<file path="src/rtl/mips_pkg.sv">
`default_nettype none
// ============================================================================
// Module      : mips_pkg
// Description : Shared encodings, select codes and enums for the MIPS
//               multi-cycle control unit.
// Revision    : 1.0 - initial release
// ============================================================================
package mips_pkg;

    localparam logic [5:0] c_OP_RTYPE = 6'b000000;
    localparam logic [5:0] c_OP_ADDI  = 6'b001000;
    localparam logic [5:0] c_OP_SLTI  = 6'b001010;
    localparam logic [5:0] c_OP_LW    = 6'b100011;
    localparam logic [5:0] c_OP_SW    = 6'b101011;
    localparam logic [5:0] c_OP_BEQ   = 6'b000100;
    localparam logic [5:0] c_OP_J     = 6'b000010;
    localparam logic [5:0] c_OP_JAL   = 6'b000011;

    localparam logic [5:0] c_FN_ADD   = 6'b100000;
    localparam logic [5:0] c_FN_SUB   = 6'b100010;
    localparam logic [5:0] c_FN_SLT   = 6'b101010;
    localparam logic [5:0] c_FN_JR    = 6'b001000;

    localparam logic [2:0] c_ALU_ADD  = 3'b000;
    localparam logic [2:0] c_ALU_SUB  = 3'b001;

    localparam logic [1:0] c_RD_RT    = 2'b00;
    localparam logic [1:0] c_RD_RD    = 2'b01;
    localparam logic [1:0] c_RD_RA    = 2'b10;

    localparam logic [1:0] c_WR_ALU   = 2'b00;
    localparam logic [1:0] c_WR_SLT   = 2'b01;
    localparam logic [1:0] c_WR_MEM   = 2'b10;
    localparam logic [1:0] c_WR_PC4   = 2'b11;

    typedef enum logic [2:0] {
        S_FETCH  = 3'd0,
        S_DECODE = 3'd1,
        S_EXEC   = 3'd2,
        S_MEM    = 3'd3,
        S_WB     = 3'd4,
        S_TRAP   = 3'd5
    } state_t;

    typedef enum logic [3:0] {
        CLS_NONE    = 4'd0,
        CLS_ADD     = 4'd1,
        CLS_SUB     = 4'd2,
        CLS_SLT     = 4'd3,
        CLS_JR      = 4'd4,
        CLS_ADDI    = 4'd5,
        CLS_SLTI    = 4'd6,
        CLS_LW      = 4'd7,
        CLS_SW      = 4'd8,
        CLS_BEQ     = 4'd9,
        CLS_J       = 4'd10,
        CLS_JAL     = 4'd11,
        CLS_ILLEGAL = 4'd12
    } cls_t;

endpackage
`default_nettype wire

</file>
<file path="src/rtl/mips_mc_ctrl_if.sv">
`default_nettype none
// ============================================================================
// Module      : mips_mc_ctrl_if
// Description : Control/status bundle between the controller and datapath.
// Revision    : 1.0 - initial release
// ============================================================================
interface mips_mc_ctrl_if #(
    parameter int CNT_W = 32
);
    logic             run;
    logic [5:0]       op;
    logic [5:0]       func;
    logic             zero;
    logic             pc_en;
    logic             J_type;
    logic             Branch;
    logic             PCsrc;
    logic             RegWrite;
    logic             ALUsrc;
    logic             MemRead;
    logic             MemWrite;
    logic [2:0]       ALUop;
    logic [1:0]       RegDest;
    logic [1:0]       WriteReg;
    logic             illegal;
    logic [CNT_W-1:0] retired;

    modport master (
        input  run, op, func, zero,
        output pc_en, J_type, Branch, PCsrc, RegWrite, ALUsrc, MemRead, MemWrite,
               ALUop, RegDest, WriteReg, illegal, retired
    );

    modport slave (
        output run, op, func, zero,
        input  pc_en, J_type, Branch, PCsrc, RegWrite, ALUsrc, MemRead, MemWrite,
               ALUop, RegDest, WriteReg, illegal, retired
    );
endinterface
`default_nettype wire

</file>
<file path="src/rtl/mips_decoder.sv">
`default_nettype none
// ============================================================================
// Module      : mips_decoder
// Description : Combinational op/func classifier and class-to-static-field map.
// Revision    : 1.0 - initial release
// ============================================================================
module mips_decoder
    import mips_pkg::*;
(
    input  wire logic [5:0] i_op,
    input  wire logic [5:0] i_func,
    input  wire cls_t       i_cls,
    output cls_t            o_cls,
    output logic [2:0]      o_aluop,
    output logic            o_alusrc,
    output logic [1:0]      o_regdest,
    output logic [1:0]      o_writereg,
    output logic            o_jtype,
    output logic            o_branch
);

    always_comb begin
        o_cls = CLS_ILLEGAL;
        case (i_op)
            c_OP_RTYPE: begin
                case (i_func)
                    c_FN_ADD: o_cls = CLS_ADD;
                    c_FN_SUB: o_cls = CLS_SUB;
                    c_FN_SLT: o_cls = CLS_SLT;
                    c_FN_JR:  o_cls = CLS_JR;
                    default:  o_cls = CLS_ILLEGAL;
                endcase
            end
            c_OP_ADDI: o_cls = CLS_ADDI;
            c_OP_SLTI: o_cls = CLS_SLTI;
            c_OP_LW:   o_cls = CLS_LW;
            c_OP_SW:   o_cls = CLS_SW;
            c_OP_BEQ:  o_cls = CLS_BEQ;
            c_OP_J:    o_cls = CLS_J;
            c_OP_JAL:  o_cls = CLS_JAL;
            default:   o_cls = CLS_ILLEGAL;
        endcase
    end

    always_comb begin
        o_aluop    = c_ALU_ADD;
        o_alusrc   = 1'b0;
        o_regdest  = c_RD_RT;
        o_writereg = c_WR_ALU;
        o_jtype    = 1'b0;
        o_branch   = 1'b0;
        case (i_cls)
            CLS_ADD:  o_regdest = c_RD_RD;
            CLS_SUB: begin
                o_aluop   = c_ALU_SUB;
                o_regdest = c_RD_RD;
            end
            CLS_SLT: begin
                o_aluop    = c_ALU_SUB;
                o_regdest  = c_RD_RD;
                o_writereg = c_WR_SLT;
            end
            CLS_ADDI: o_alusrc = 1'b1;
            CLS_SLTI: begin
                o_alusrc   = 1'b1;
                o_aluop    = c_ALU_SUB;
                o_writereg = c_WR_SLT;
            end
            CLS_LW: begin
                o_alusrc   = 1'b1;
                o_writereg = c_WR_MEM;
            end
            CLS_SW:   o_alusrc = 1'b1;
            CLS_BEQ: begin
                o_aluop  = c_ALU_SUB;
                o_branch = 1'b1;
            end
            CLS_JR:   o_jtype = 1'b1;
            CLS_JAL: begin
                o_regdest  = c_RD_RA;
                o_writereg = c_WR_PC4;
            end
            default: ;
        endcase
    end

endmodule
`default_nettype wire

</file>
<file path="src/rtl/mips_mc_ctrl.sv">
`default_nettype none
// ============================================================================
// Module      : mips_mc_ctrl
// Description : Multi-cycle MIPS controller: state sequencing, strobes,
//               retired-instruction counter and illegal-encoding trap.
// Revision    : 1.0 - initial release
// ============================================================================
module mips_mc_ctrl
    import mips_pkg::*;
#(
    parameter int CNT_W = 32
)(
    input  wire logic      clk,
    input  wire logic      rst,
    mips_mc_ctrl_if.master bus
);

    state_t           r_state;
    state_t           w_next;
    cls_t             r_cls;
    cls_t             w_dec_cls;
    logic [CNT_W-1:0] r_retired;

    logic [2:0] w_aluop;
    logic       w_alusrc;
    logic [1:0] w_regdest;
    logic [1:0] w_writereg;
    logic       w_jtype;
    logic       w_branch;
    logic       w_static_en;

    logic w_pc_en;
    logic w_pcsrc;
    logic w_regwrite;
    logic w_memread;
    logic w_memwrite;

    mips_decoder u_decoder (
        .i_op       (bus.op),
        .i_func     (bus.func),
        .i_cls      (r_cls),
        .o_cls      (w_dec_cls),
        .o_aluop    (w_aluop),
        .o_alusrc   (w_alusrc),
        .o_regdest  (w_regdest),
        .o_writereg (w_writereg),
        .o_jtype    (w_jtype),
        .o_branch   (w_branch)
    );

    always_ff @(posedge clk or negedge rst) begin
        if (!rst) begin
            r_state   <= S_FETCH;
            r_cls     <= CLS_NONE;
            r_retired <= '0;
        end else begin
            r_state <= w_next;
            if (r_state == S_DECODE)
                r_cls <= w_dec_cls;
            if (w_pc_en)
                r_retired <= r_retired + CNT_W'(1);
        end
    end

    always_comb begin
        w_next     = r_state;
        w_pc_en    = 1'b0;
        w_pcsrc    = 1'b0;
        w_regwrite = 1'b0;
        w_memread  = 1'b0;
        w_memwrite = 1'b0;
        case (r_state)
            S_FETCH:  if (bus.run) w_next = S_DECODE;
            S_DECODE: w_next = (w_dec_cls == CLS_ILLEGAL) ? S_TRAP : S_EXEC;
            S_EXEC: begin
                case (r_cls)
                    // Only combinational path to an output: branch resolves in EXEC.
                    CLS_BEQ: begin
                        w_pcsrc = bus.zero;
                        w_pc_en = 1'b1;
                        w_next  = S_FETCH;
                    end
                    CLS_J, CLS_JR: begin
                        w_pcsrc = 1'b1;
                        w_pc_en = 1'b1;
                        w_next  = S_FETCH;
                    end
                    CLS_JAL: begin
                        w_pcsrc    = 1'b1;
                        w_regwrite = 1'b1;
                        w_pc_en    = 1'b1;
                        w_next     = S_FETCH;
                    end
                    CLS_LW, CLS_SW:                                 w_next = S_MEM;
                    CLS_ADD, CLS_SUB, CLS_SLT, CLS_ADDI, CLS_SLTI: w_next = S_WB;
                    default:                                        w_next = S_FETCH;
                endcase
            end
            S_MEM: begin
                if (r_cls == CLS_LW) begin
                    w_memread = 1'b1;
                    w_next    = S_WB;
                end else begin
                    w_memwrite = 1'b1;
                    w_pc_en    = 1'b1;
                    w_next     = S_FETCH;
                end
            end
            S_WB: begin
                w_regwrite = 1'b1;
                w_pc_en    = 1'b1;
                w_memread  = (r_cls == CLS_LW);
                w_next     = S_FETCH;
            end
            S_TRAP:  w_next = S_TRAP;
            default: w_next = S_FETCH;
        endcase
    end

    assign w_static_en = (r_state == S_EXEC) || (r_state == S_MEM) || (r_state == S_WB);

    assign bus.pc_en    = w_pc_en;
    assign bus.PCsrc    = w_pcsrc;
    assign bus.RegWrite = w_regwrite;
    assign bus.MemRead  = w_memread;
    assign bus.MemWrite = w_memwrite;
    assign bus.ALUop    = w_static_en ? w_aluop    : 3'b000;
    assign bus.ALUsrc   = w_static_en & w_alusrc;
    assign bus.RegDest  = w_static_en ? w_regdest  : 2'b00;
    assign bus.WriteReg = w_static_en ? w_writereg : 2'b00;
    assign bus.J_type   = w_static_en & w_jtype;
    assign bus.Branch   = w_static_en & w_branch;
    assign bus.illegal  = (r_state == S_TRAP);
    assign bus.retired  = r_retired;

endmodule
`default_nettype wire

</file>
<file path="src/flat_wrapper.sv">
// flat-port wrapper written by rule: the top's interface ports become plain ports
module mips_mc_ctrl_flat import mips_pkg::*;
#(
    parameter int CNT_W = 32
)
  (clk, rst, bus_run, bus_op, bus_func, bus_zero, bus_pc_en, bus_J_type, bus_Branch, bus_PCsrc, bus_RegWrite, bus_ALUsrc, bus_MemRead, bus_MemWrite, bus_ALUop, bus_RegDest, bus_WriteReg, bus_illegal, bus_retired);
  mips_mc_ctrl_if #(.CNT_W(CNT_W)) bus_i ();
  input  wire logic clk;
  input  wire logic rst;
  input wire logic [$bits(bus_i.run)-1:0] bus_run;
  input wire logic [$bits(bus_i.op)-1:0] bus_op;
  input wire logic [$bits(bus_i.func)-1:0] bus_func;
  input wire logic [$bits(bus_i.zero)-1:0] bus_zero;
  output wire logic [$bits(bus_i.pc_en)-1:0] bus_pc_en;
  output wire logic [$bits(bus_i.J_type)-1:0] bus_J_type;
  output wire logic [$bits(bus_i.Branch)-1:0] bus_Branch;
  output wire logic [$bits(bus_i.PCsrc)-1:0] bus_PCsrc;
  output wire logic [$bits(bus_i.RegWrite)-1:0] bus_RegWrite;
  output wire logic [$bits(bus_i.ALUsrc)-1:0] bus_ALUsrc;
  output wire logic [$bits(bus_i.MemRead)-1:0] bus_MemRead;
  output wire logic [$bits(bus_i.MemWrite)-1:0] bus_MemWrite;
  output wire logic [$bits(bus_i.ALUop)-1:0] bus_ALUop;
  output wire logic [$bits(bus_i.RegDest)-1:0] bus_RegDest;
  output wire logic [$bits(bus_i.WriteReg)-1:0] bus_WriteReg;
  output wire logic [$bits(bus_i.illegal)-1:0] bus_illegal;
  output wire logic [$bits(bus_i.retired)-1:0] bus_retired;
  assign bus_i.run = bus_run;
  assign bus_i.op = bus_op;
  assign bus_i.func = bus_func;
  assign bus_i.zero = bus_zero;
  assign bus_pc_en = bus_i.pc_en;
  assign bus_J_type = bus_i.J_type;
  assign bus_Branch = bus_i.Branch;
  assign bus_PCsrc = bus_i.PCsrc;
  assign bus_RegWrite = bus_i.RegWrite;
  assign bus_ALUsrc = bus_i.ALUsrc;
  assign bus_MemRead = bus_i.MemRead;
  assign bus_MemWrite = bus_i.MemWrite;
  assign bus_ALUop = bus_i.ALUop;
  assign bus_RegDest = bus_i.RegDest;
  assign bus_WriteReg = bus_i.WriteReg;
  assign bus_illegal = bus_i.illegal;
  assign bus_retired = bus_i.retired;
  mips_mc_ctrl #(.CNT_W(CNT_W)) u_core (.clk(clk), .rst(rst), .bus(bus_i));
endmodule
</file>
<file path="config.mk">
export PLATFORM = sky130hd
export DESIGN_NAME = mips_mc_ctrl_flat
export DESIGN_NICKNAME = d
export VERILOG_FILES = /design/src/rtl/mips_pkg.sv /design/src/rtl/mips_mc_ctrl_if.sv /design/src/rtl/mips_decoder.sv /design/src/rtl/mips_mc_ctrl.sv /design/src/flat_wrapper.sv
export SDC_FILE = /design/constraint.sdc
export NUM_CORES = 1
export LEC_CHECK = 0
export BUFFER_PORTS_ARGS = -buffer_cell sky130_fd_sc_hd__buf_2
export CORE_AREA = 2 2 81 83
export DETAILED_ROUTE_END_ITERATION = 10
export DIE_AREA = 0 0 83 85
export GPL_ROUTABILITY_DRIVEN = 1
export HOLD_SLACK_MARGIN = 0.02
export PLACE_DENSITY = 0.73
export SYNTH_ARGS = -nofsm -noshare
export SYNTH_HDL_FRONTEND = slang
export SYNTH_HIERARCHICAL = 1
export SYNTH_SLANG_ARGS = --single-unit
export TNS_END_PERCENT = 50
</file>
<file path="constraint.sdc">
create_clock -name clk -period 2.6 [get_ports clk]
set_clock_uncertainty 0.15 [all_clocks]
set_input_delay 0.78 -clock clk [delete_from_list [all_inputs] [get_ports clk]]
set_output_delay 0.78 -clock clk [all_outputs]
set_load 0.01 [all_outputs]
</file>
==> results.json <==
{
  "worstPathArrival_ns": 1.68,
  "drt_iter0_drc": 169,
  "yosysSeqAreaShare": 0.4023,
  "numClockSinks": 39,
  "end_kind": "output pin",
  "layout.cells.non_filler": 415,
  "cp-start-kind": "flip-flop",
  "grt_antenna_before_repair": 0,
  "detail_route.wl_per_cell_um": 13.78,
  "cts_buffers": 5,
  "power.total_mw": 2.060,
  "area_growth_pct": 27.18,
  "cp_slowest_cell": "dfrtp_1",
  "die_x_um": 83,
  "drv_slew": 0,
  "clockBufferDepth": 2,
  "yosys-top-cells-area": "dfrtp_1 (40%), xor2_1 (8.3%), nor2b_1 (3.9%), nand2_1 (3.7%), xnor2_1 (3.6%)",
  "path_buf_inv": 2,
  "placed_area_um2": 2875,
  "rsz0062_at_grt": "yes",
  "postRouteWirelength_um": 5717,
  "clk_pin_slew_ns": 0.08,
  "dp_cells": 397,
  "violations": "negative setup slack",
  "synth_enable_flop_cells": 0,
  "core_area_um2": 6205,
  "synth-seq-cells": 39,
  "gp_congestion": 0.8388,
  "grt_pass1_wl_um": 9729,
  "crit_required_ns": 1.67,
  "clk_latency_ns": 0.29,
  "nets": 354,
  "first_pass_iters": 4,
  "synthCells": 251,
  "syn_avg_cell_area_um2": 9.666,
  "layout_common_cells": "buf_2 (60), dfrtp_1 (34), nand2_1 (23), xor2_1 (23), buf_4 (21)",
  "run_status": "finished with violations",
  "yosysWarnings": 6,
  "final_common_cell": "buf_2",
  "pre_cts_slack_ns": -0.0005109,
  "p_leak_nw": 1.562,
  "die_y_um": 85,
  "yosysTopAreaCellShare": 0.4023,
  "async_reset_ff_frac": 1.000,
  "diodes": 0,
  "post-synth-top-area-cell": "dfrtp_1",
  "crit_type": "reg2out",
  "critPathMaxStageDelay_ns": 0.42,
  "finalSetupViolations": 1,
  "fmax_mhz": 383.5,
  "worstHoldPathType": "reg2reg",
  "drc_errors": 0,
  "syn_area_um2": 2426,
  "path_max_fanout": 3,
  "fp-row-count": 29,
  "routed_via_density": 5.188,
  "boundaryPins": 64,
  "dieArea_um2": 7055,
  "grt_pass1_vias": 2093,
  "min_period_over_period": 1.003,
  "cp_top_family": "compound AO/OA/AOI/OAI gates",
  "start_util": 0.3910,
  "grt_max_degree": 40,
  "vias": 2153,
  "htreeDepth": 2,
  "min_period_ns": 2.608,
  "io_buffers": 61,
  "dp_hpwl_um": 4050,
  "timing.final.hold_violations": 0,
  "yosysUniqueCellTypes": 55,
  "ant_nets": 0,
  "track_usage": 0.1645,
  "grt_overflow_total": 0,
  "cellPowerDensity_nw_per_um2": 667.7,
  "path_cells": "or2_1, a211o_4, a31oi_4, inv_2, buf_6",
  "worst_slack_ns": -0.007661,
  "drv_cap": 0,
  "ys.flop_type": "dfrtp_1",
  "clockRootBuffer": "clkbuf_8",
  "fin_area_um2": 3085,
  "drive_gt1_frac": 0.3580,
  "utilization": 0.4973,
  "cts_tree": "done",
  "ir_drop_v": 0.0005615
}
per-stage QoR:
step,TNS (ns),hold WS (ns)
after floorplan,0,0.3344
after global placement,0,0.3017
after detailed placement,-0.0005109,0.3069
after CTS,0,0.3209
after global routing,-0.1080,0.3526
final,-0.007661,0.3230
power by group:
part | total, mW | switching (mW) | internal (mW)
Sequential | 0.785 | 0.103 | 0.683
Combinational | 0.886 | 0.477 | 0.409
Clock | 0.389 | 0.201 | 0.188
Total | 2.06 | 0.780 | 1.28
registers in the layout, summed over array words and instances (netlist names):
| register | count |
|---|---|
| u_core/bus.retired | 32 |
| u_core/r_cls | 4 |
| u_core/r_state | 3 |
cell type report:
| type | count | area, µm² |
|---|---|---|
| clock inverter | 1 | 5.005 |
| multi-input combinational | 200 | 1405 |
| clock buffer | 7 | 76.32 |
| timing repair buffer | 84 | 491.7 |
| inverter | 7 | 28.78 |
| fill | 588 | 3119 |
| sequential | 39 | 982.2 |
| tap | 77 | 96.34 |
synthesized netlist by cell type, types with 5 or more instances:
cell / number
xnor2_1: 10
dfrtp_1: 39
nand3_1: 13
nor3_1: 12
nand2_1: 24
nor2_1: 20
a21oi_1: 7
o21ai_0: 5
xor2_1: 23
inv_1: 6
and3_1: 9
nand2b_1: 7
nor2b_1: 15
worst paths after layout:
check	start	to	slack (ns)	cells after the start
max	u_core/r_cls[0]	bus_pc_en	-0.008	5
min	u_core/bus.retired[31]	u_core/bus.retired[31]	0.32	1
max reg2reg	u_core/r_cls[0]	u_core/bus.retired[6]	0.33	8
min reg2reg	u_core/bus.retired[31]	u_core/bus.retired[31]	0.32	1
max in group asynchronous	rst	u_core/r_state[2]	1.55	2
min in group asynchronous	rst	u_core/bus.retired[29]	0.39	2
repair_timing:
item	in CTS	in global routing
gates cloned	0	0
setup buffers	6	4
hold buffers	0	0
pin swaps	3	2
gates resized for setup	2	17
endpoints found under the setup margin	2	10
kinds of logic after synthesis:
logic type / share of synthesized area
other cells: 0.001546
compound gates: 0.1042
fa+ha+maj: 0.005156
buf+inv: 0.03300
xor+xnor: 0.1191
flops: 0.4023
mux: 0.02269
simple gates: 0.3120
routing by layer:
metal	track usage	up-vias	share of wire
met3	0.02821	0	0.037
met1	0.2296	1043	0.47
met4	0.03428	0	0
li1	-	1058	-
met2	0.2713	52	0.50
met5	0	-	0
No activity file was read; power rests on OpenSTA's default activity.
